## src/rtl/cache_arb_pkg.sv

```systemverilog
// Shared types and constants for the cache fill arbiter: FSM states,
// fill target encoding and line-offset helpers.
package cache_arb_pkg;

  typedef enum logic [1:0] {IDLE, WRITE, FILL, DONE} arb_state_t;

  localparam logic TGT_I = 1'b0;
  localparam logic TGT_D = 1'b1;

  // Byte-offset width of the default 8-word line of 16-bit words.
  localparam int LINE_OFF_W = 4;

  function automatic int lineOffW(input int words);
    return $clog2(2 * words);
  endfunction

endpackage

```

## src/rtl/fill_counter.sv

```systemverilog
// Saturating up counter over 0..WORDS-1, used to index reads issued and
// words received within one cache line.
module fill_counter #(
  parameter int WORDS = 8,
  parameter int CW    = $clog2(WORDS)
) (
  input  logic          clk,
  input  logic          rst,
  input  logic          i_clear,
  input  logic          i_inc,
  output logic [CW-1:0] o_count,
  output logic          o_at_max
);

  logic [CW-1:0] r_count;

  always_ff @(posedge clk or posedge rst) begin
    if (rst) begin
      r_count <= '0;
    end else if (i_clear) begin
      r_count <= '0;
    end else if (i_inc && !o_at_max) begin
      r_count <= r_count + 1'b1;
    end
  end

  assign o_count  = r_count;
  assign o_at_max = (r_count == CW'(WORDS - 1));

endmodule

```

## src/rtl/cache_fill_arbiter.sv

```systemverilog
// Arbitrates the shared main memory between I-cache fills and D-cache
// fills/stores, sequences pipelined line reads and steers returned words.
module cache_fill_arbiter
  import cache_arb_pkg::*;
#(
  parameter int ADDR_W  = 16,
  parameter int DATA_W  = 16,
  parameter int WORDS   = 1 << (LINE_OFF_W - 1),
  parameter int MEM_LAT = 4,
  parameter int IDX_W   = $clog2(WORDS)
) (
  input  logic              clk,
  input  logic              rst,
  input  logic              i_miss,
  input  logic [ADDR_W-1:0] i_addr,
  input  logic              d_miss,
  input  logic [ADDR_W-1:0] d_addr,
  input  logic              d_wr,
  input  logic [DATA_W-1:0] d_wdata,
  output logic              mem_en,
  output logic              mem_wr,
  output logic [ADDR_W-1:0] mem_addr,
  output logic [DATA_W-1:0] mem_wdata,
  input  logic              mem_data_valid,
  input  logic [DATA_W-1:0] mem_rdata,
  output logic              fill_valid,
  output logic              fill_tgt,
  output logic [IDX_W-1:0]  fill_idx,
  output logic [DATA_W-1:0] fill_data,
  output logic              i_fill_done,
  output logic              d_fill_done,
  output logic              d_wr_ack,
  output logic              busy
);

  localparam int OffW = lineOffW(WORDS);
  localparam logic [ADDR_W-1:0] OffMask = ADDR_W'((1 << OffW) - 1);

  arb_state_t        r_state;
  logic              r_lastD;
  logic              r_tgt;
  logic [ADDR_W-1:0] r_base;
  logic              r_memEn;
  logic              r_memWr;
  logic [ADDR_W-1:0] r_memAddr;
  logic [DATA_W-1:0] r_memWdata;
  logic              r_iDone;
  logic              r_dDone;
  logic              r_wrAck;

  logic              w_dReq;
  logic              w_grantI;
  logic [ADDR_W-1:0] w_reqAddr;
  logic [ADDR_W-1:0] w_reqBase;
  logic              w_inFill;
  logic              w_recvLast;
  logic [ADDR_W-1:0] w_nextAddr;
  logic [IDX_W-1:0]  w_issueCnt;
  logic [IDX_W-1:0]  w_recvCnt;
  logic              w_issueMax;
  logic              w_recvMax;

  // I wins only if D is idle, or D was served last (bounds I wait to one D op).
  assign w_dReq     = d_wr | d_miss;
  assign w_grantI   = i_miss & (r_lastD | ~w_dReq);
  assign w_reqAddr  = w_grantI ? i_addr : d_addr;
  assign w_reqBase  = w_reqAddr & ~OffMask;
  assign w_inFill   = (r_state == FILL);
  assign w_recvLast = w_inFill & mem_data_valid & w_recvMax;
  assign w_nextAddr = r_base + ADDR_W'((32'(w_issueCnt) + 32'd1) << 1);

  fill_counter #(.WORDS(WORDS)) u_issueCnt (
    .clk      (clk),
    .rst      (rst),
    .i_clear  (!w_inFill),
    .i_inc    (w_inFill),
    .o_count  (w_issueCnt),
    .o_at_max (w_issueMax)
  );

  fill_counter #(.WORDS(WORDS)) u_recvCnt (
    .clk      (clk),
    .rst      (rst),
    .i_clear  (!w_inFill),
    .i_inc    (w_inFill & mem_data_valid),
    .o_count  (w_recvCnt),
    .o_at_max (w_recvMax)
  );

  always_ff @(posedge clk or posedge rst) begin
    if (rst) begin
      r_state    <= IDLE;
      r_lastD    <= 1'b0;
      r_tgt      <= TGT_I;
      r_base     <= '0;
      r_memEn    <= 1'b0;
      r_memWr    <= 1'b0;
      r_memAddr  <= '0;
      r_memWdata <= '0;
      r_iDone    <= 1'b0;
      r_dDone    <= 1'b0;
      r_wrAck    <= 1'b0;
    end else begin
      r_iDone <= 1'b0;
      r_dDone <= 1'b0;
      r_wrAck <= 1'b0;
      case (r_state)
        IDLE: begin
          if (i_miss || w_dReq) begin
            r_base  <= w_reqBase;
            r_memEn <= 1'b1;
            if (w_grantI) begin
              r_state   <= FILL;
              r_tgt     <= TGT_I;
              r_lastD   <= 1'b0;
              r_memWr   <= 1'b0;
              r_memAddr <= w_reqBase;
            end else if (d_wr) begin
              r_state    <= WRITE;
              r_tgt      <= TGT_D;
              r_lastD    <= 1'b1;
              r_memWr    <= 1'b1;
              r_memAddr  <= d_addr;
              r_memWdata <= d_wdata;
              r_wrAck    <= 1'b1;
            end else begin
              r_state   <= FILL;
              r_tgt     <= TGT_D;
              r_lastD   <= 1'b1;
              r_memWr   <= 1'b0;
              r_memAddr <= w_reqBase;
            end
          end
        end
        WRITE: begin
          r_state    <= IDLE;
          r_tgt      <= TGT_I;
          r_memEn    <= 1'b0;
          r_memWr    <= 1'b0;
          r_memAddr  <= '0;
          r_memWdata <= '0;
        end
        FILL: begin
          if (w_issueMax) begin
            r_memEn   <= 1'b0;
            r_memAddr <= '0;
          end else begin
            r_memAddr <= w_nextAddr;
          end
          if (w_recvLast) begin
            r_state <= DONE;
            r_iDone <= (r_tgt == TGT_I);
            r_dDone <= (r_tgt == TGT_D);
          end
        end
        DONE: begin
          r_state <= IDLE;
          r_tgt   <= TGT_I;
        end
        default: r_state <= IDLE;
      endcase
    end
  end

  assign mem_en      = r_memEn;
  assign mem_wr      = r_memWr;
  assign mem_addr    = r_memAddr;
  assign mem_wdata   = r_memWdata;
  assign fill_valid  = w_inFill & mem_data_valid;
  assign fill_tgt    = r_tgt;
  assign fill_idx    = w_recvCnt;
  assign fill_data   = mem_rdata;
  assign i_fill_done = r_iDone;
  assign d_fill_done = r_dDone;
  assign d_wr_ack    = r_wrAck;
  assign busy        = (r_state != IDLE);

  // Memory contract: first word of a line returns MEM_LAT-1 cycles after fill entry.
  assert property (@(posedge clk) disable iff (rst)
    (r_state == FILL && $past(r_state) == IDLE) |-> ##(MEM_LAT - 1) mem_data_valid);

endmodule

```

## config.mk

```make
export PLATFORM = sky130hd
export DESIGN_NAME = cache_fill_arbiter
export DESIGN_NICKNAME = d
export VERILOG_FILES = /design/src/rtl/cache_arb_pkg.sv /design/src/rtl/fill_counter.sv /design/src/rtl/cache_fill_arbiter.sv
export SDC_FILE = /design/constraint.sdc
export NUM_CORES = 1
export LEC_CHECK = 0
export CORE_MARGIN = 5
export CORE_UTILIZATION = 44
export DETAILED_ROUTE_END_ITERATION = 16
export MAX_ROUTING_LAYER = met4
export PLACE_DENSITY = 0.81
export SYNTH_ARGS = -nofsm -noshare
export SYNTH_HDL_FRONTEND = slang
export SYNTH_HIERARCHICAL = 1
export SYNTH_SLANG_ARGS = --single-unit
```

## constraint.sdc

```tcl
create_clock -name clk -period 2.14 [get_ports clk]
set_input_delay 0.321 -clock clk [delete_from_list [all_inputs] [get_ports clk]]
set_output_delay 0.321 -clock clk [all_outputs]
set_load 0.01 [all_outputs]
```

==> results.txt <==
final period utilization -> 95.0%
drc violations -> 0
Layout Skew -> 0.00783 ns
area of the multi-input gates -> 1530 um^2
Nets -> 496
drt pass-1 iters -> 4
worst hold margin -> 0.241 ns
count of final hold-check violations -> 0
most common cell after layout, fill and taps aside -> clkdlybuf4s50_1
area leader, netlist -> dfrtp_1
NetSw -> 2.15 mW
clock sinks -> 59
Crit path required time -> 1.82 ns
die width -> 96.0 um
core box area -> 7210 um^2
clock power share -> 16.5%
Worst slew margin -> 75.0%
R2R setup slack -> 0.24 ns
max-slew violation count -> 0
routed len/inst -> 16.2 um
Starting Density -> 45.1%
DRT antenna net count -> 0
Iter 0 DRT Violations -> 144
CP endpoint kind -> primary output
vias in the first global route -> 2712
layout cells sized above 1 -> 12.7%
die area -> 9210 um^2
total CTS buffers -> 9
Hold Buf Count CTS -> 0
sw frac -> 37.0%
asr flop ratio synth -> 100%
mapped cell area -> 3250 um^2
CTS Buffer Depth -> 2
slew at the pin with the worst max-slew slack -> 0.372 ns
P_leak -> 2.00 nW
H-tree Lvls -> 3
Synth warnings -> 6
max cap viols -> 0
Flop pwr share -> 32.4%
routability cong. -> 0.814
GRT Total Usage -> 18.9%
IO Pins -> 129
root buffer cell -> clkbuf_8
Fill cells -> 609
count of final setup violators -> 0
Cell Rows -> 31
EDFF count, synth -> 0
Int Power -> 3.66 mW
outcome -> finished, final reports clean
Synth cell types -> 48
diode count -> 0
Synth Instances -> 325
dpl hpwl -> 5980 um
Max IR drop VDD -> 0.000561 V
CP Launch Type -> flip-flop
Remaining Overflow, GRT -> 0
most frequent cells in the layout -> clkdlybuf4s50_1 (91), dfrtp_1 (58), a21oi_1 (23)
classification of the worst setup path -> flip-flop to primary output
Mapped Avg Cell Area -> 10.0 um^2
port bufs -> 92
Worst EP arrival -> 1.71 ns
final setup TNS -> 0 ns
Synth area leaders -> dfrtp_1 (45%), ha_1 (4.2%), buf_4 (3.9%), a21oi_1 (3.5%), a22o_1 (3.0%)
mean number of vias per cell -> 5.32
CTS tree -> done
crit-path max FO -> 4
Die Y -> 96.0 um
first-pass GRT wire length -> 13000 um
routed vias -> 2749
pwr dens -> 1300 nW/um^2
Comb power frac -> 51.1%
Reg area -> 1480 um^2
Syn-to-layout area delta -> 37.4%
DRT Wirelength -> 8360 um
sequential element share of the synthesized area -> 45.4%
Hold Path Class -> input pin to async pin
clock-pin slew on the worst setup and hold paths -> 0.06 ns
maximum clock rate -> 492 MHz
Yosys top cell area share -> 45.4%
#FFs+latches synth -> 59
syn_nets -> 406
largest net degree at the start of global routing -> 44
worst skew pair latency -> 0.34 ns
ys flop type -> dfrtp_1
initial antenna violation count -> 0
RSZ-0062 raised after global routing -> no
fin crit period -> 2.03 ns
[worst paths after layout]
check	start	endpoint	cells after the start
hold reg to reg	mem_wdata[12]	mem_wdata[12]	2
min in group clk	mem_wdata[12]	mem_wdata[12]	2
setup / recovery	r_state[0]	fill_valid	4
setup reg to reg	u_issueCnt/o_count[0]	mem_addr[15]	6
hold / removal	rst	u_recvCnt/o_count[2]	2
max in group asynchronous	rst	mem_wr	3
[power groups by stage]
stage | Sequential [mW] | Clock, mW | Combinational [mW]
finish | 1.88 | 0.960 | 2.96
global route | 1.94 | 1.03 | 3.24
CTS | 1.87 | 0.983 | 2.95
detailed placement | 1.90 | 0 | 2.83
global placement | 1.87 | 0 | 2.74
floorplan | 1.96 | 0 | 1.59
[stage by stage]
| stage | instances | setup slack [ns] | cell area (um^2) | utilization, % | power, mW |
|---|---|---|---|---|---|
| finish | 517 | 0.107 | 4470 | 62.0 | 5.81 |
| global route | 517 | 0.0318 | 4470 | 62.0 | 6.20 |
| CTS | 516 | 0.0174 | 4450 | 61.7 | 5.81 |
| detailed placement | 499 | 0.109 | 4230 | 58.6 | 4.73 |
| global placement | 499 | 0.130 | 4230 | 58.6 | 4.62 |
| floorplan | 325 | 0.356 | 3250 | - | 3.56 |
[routing by layer]
layer  vias to the layer above  GRT usage, %  wire, um
li1                       1314             -         -
met1                      1323          22.4      3640
met2                        94          30.7      4040
met3                        18          3.28       534
met4                         0          9.83       143
met5                         -             -         0
[cell type report]
type,instances,share of cell area (%)
Clock buffer,11,3.16
Clock inverter,3,0.896
Tap cell,99,2.77
Multi-Input combinational cell,217,34.3
Inverter,17,1.43
Sequential cell,59,33.1
Timing Repair Buffer,111,24.4
[cell usage after synthesis (2+ instances only)]
master	n
buf_4	17
nand2b_1	10
ha_1	11
dfrtp_1	59
mux2_2	3
nor3_1	16
nor2_1	17
o21bai_1	4
a221o_1	3
a22o_1	11
nand3_1	6
clkbuf_1	5
buf_2	7
and2_1	2
nor2b_1	3
nand4bb_1	4
o211ai_1	5
a21boi_0	12
o21ai_1	4
xor2_1	3
nand4_1	2
o21ai_0	15
nand2_1	17
a21oi_1	23
or3_1	2
inv_1	17
o31ai_1	2
buf_6	2
nor4_1	2
xnor2_1	7
and3_1	11
nor2b_4	2
mux2_4	5
a221oi_1	2
[state kept, by name (all words and copies together), names as in the netlist]
register            cells
fill_tgt                1
u_issueCnt/o_count      3
r_base                 12
u_recvCnt/o_count       3
d_wr_ack                1
mem_wdata              16
mem_en                  1
mem_wr                  1
r_lastD                 1
mem_addr               16
r_state                 2
d_fill_done             1
i_fill_done             1
[critical path, cell delays in order (launching register included)]
cell and delay, ns:
dfrtp_1 0.38, inv_1 0.15, ha_4 0.16, and2_4 0.15
clkdlybuf4s50_1 0.53
[cells by family after synthesis]
group | Yosys count | share of synthesized area (%)
and+or+nand+nor | 99 | 17.2
AOI/OAI and AO/OA | 88 | 18.5
DFF | 59 | 45.4
buffers and inverters | 49 | 8.35
adders and majority gates | 11 | 4.23
xor gates and xnor gates | 10 | 2.69
muxes | 9 | 3.65
[timing repair]
item                       CTS  global route
resized for setup            5             2
pin swaps                    0             1
buffers inserted             3             1
setup endpoints to repair    2             2
Power figures use the tool's default switching activity.
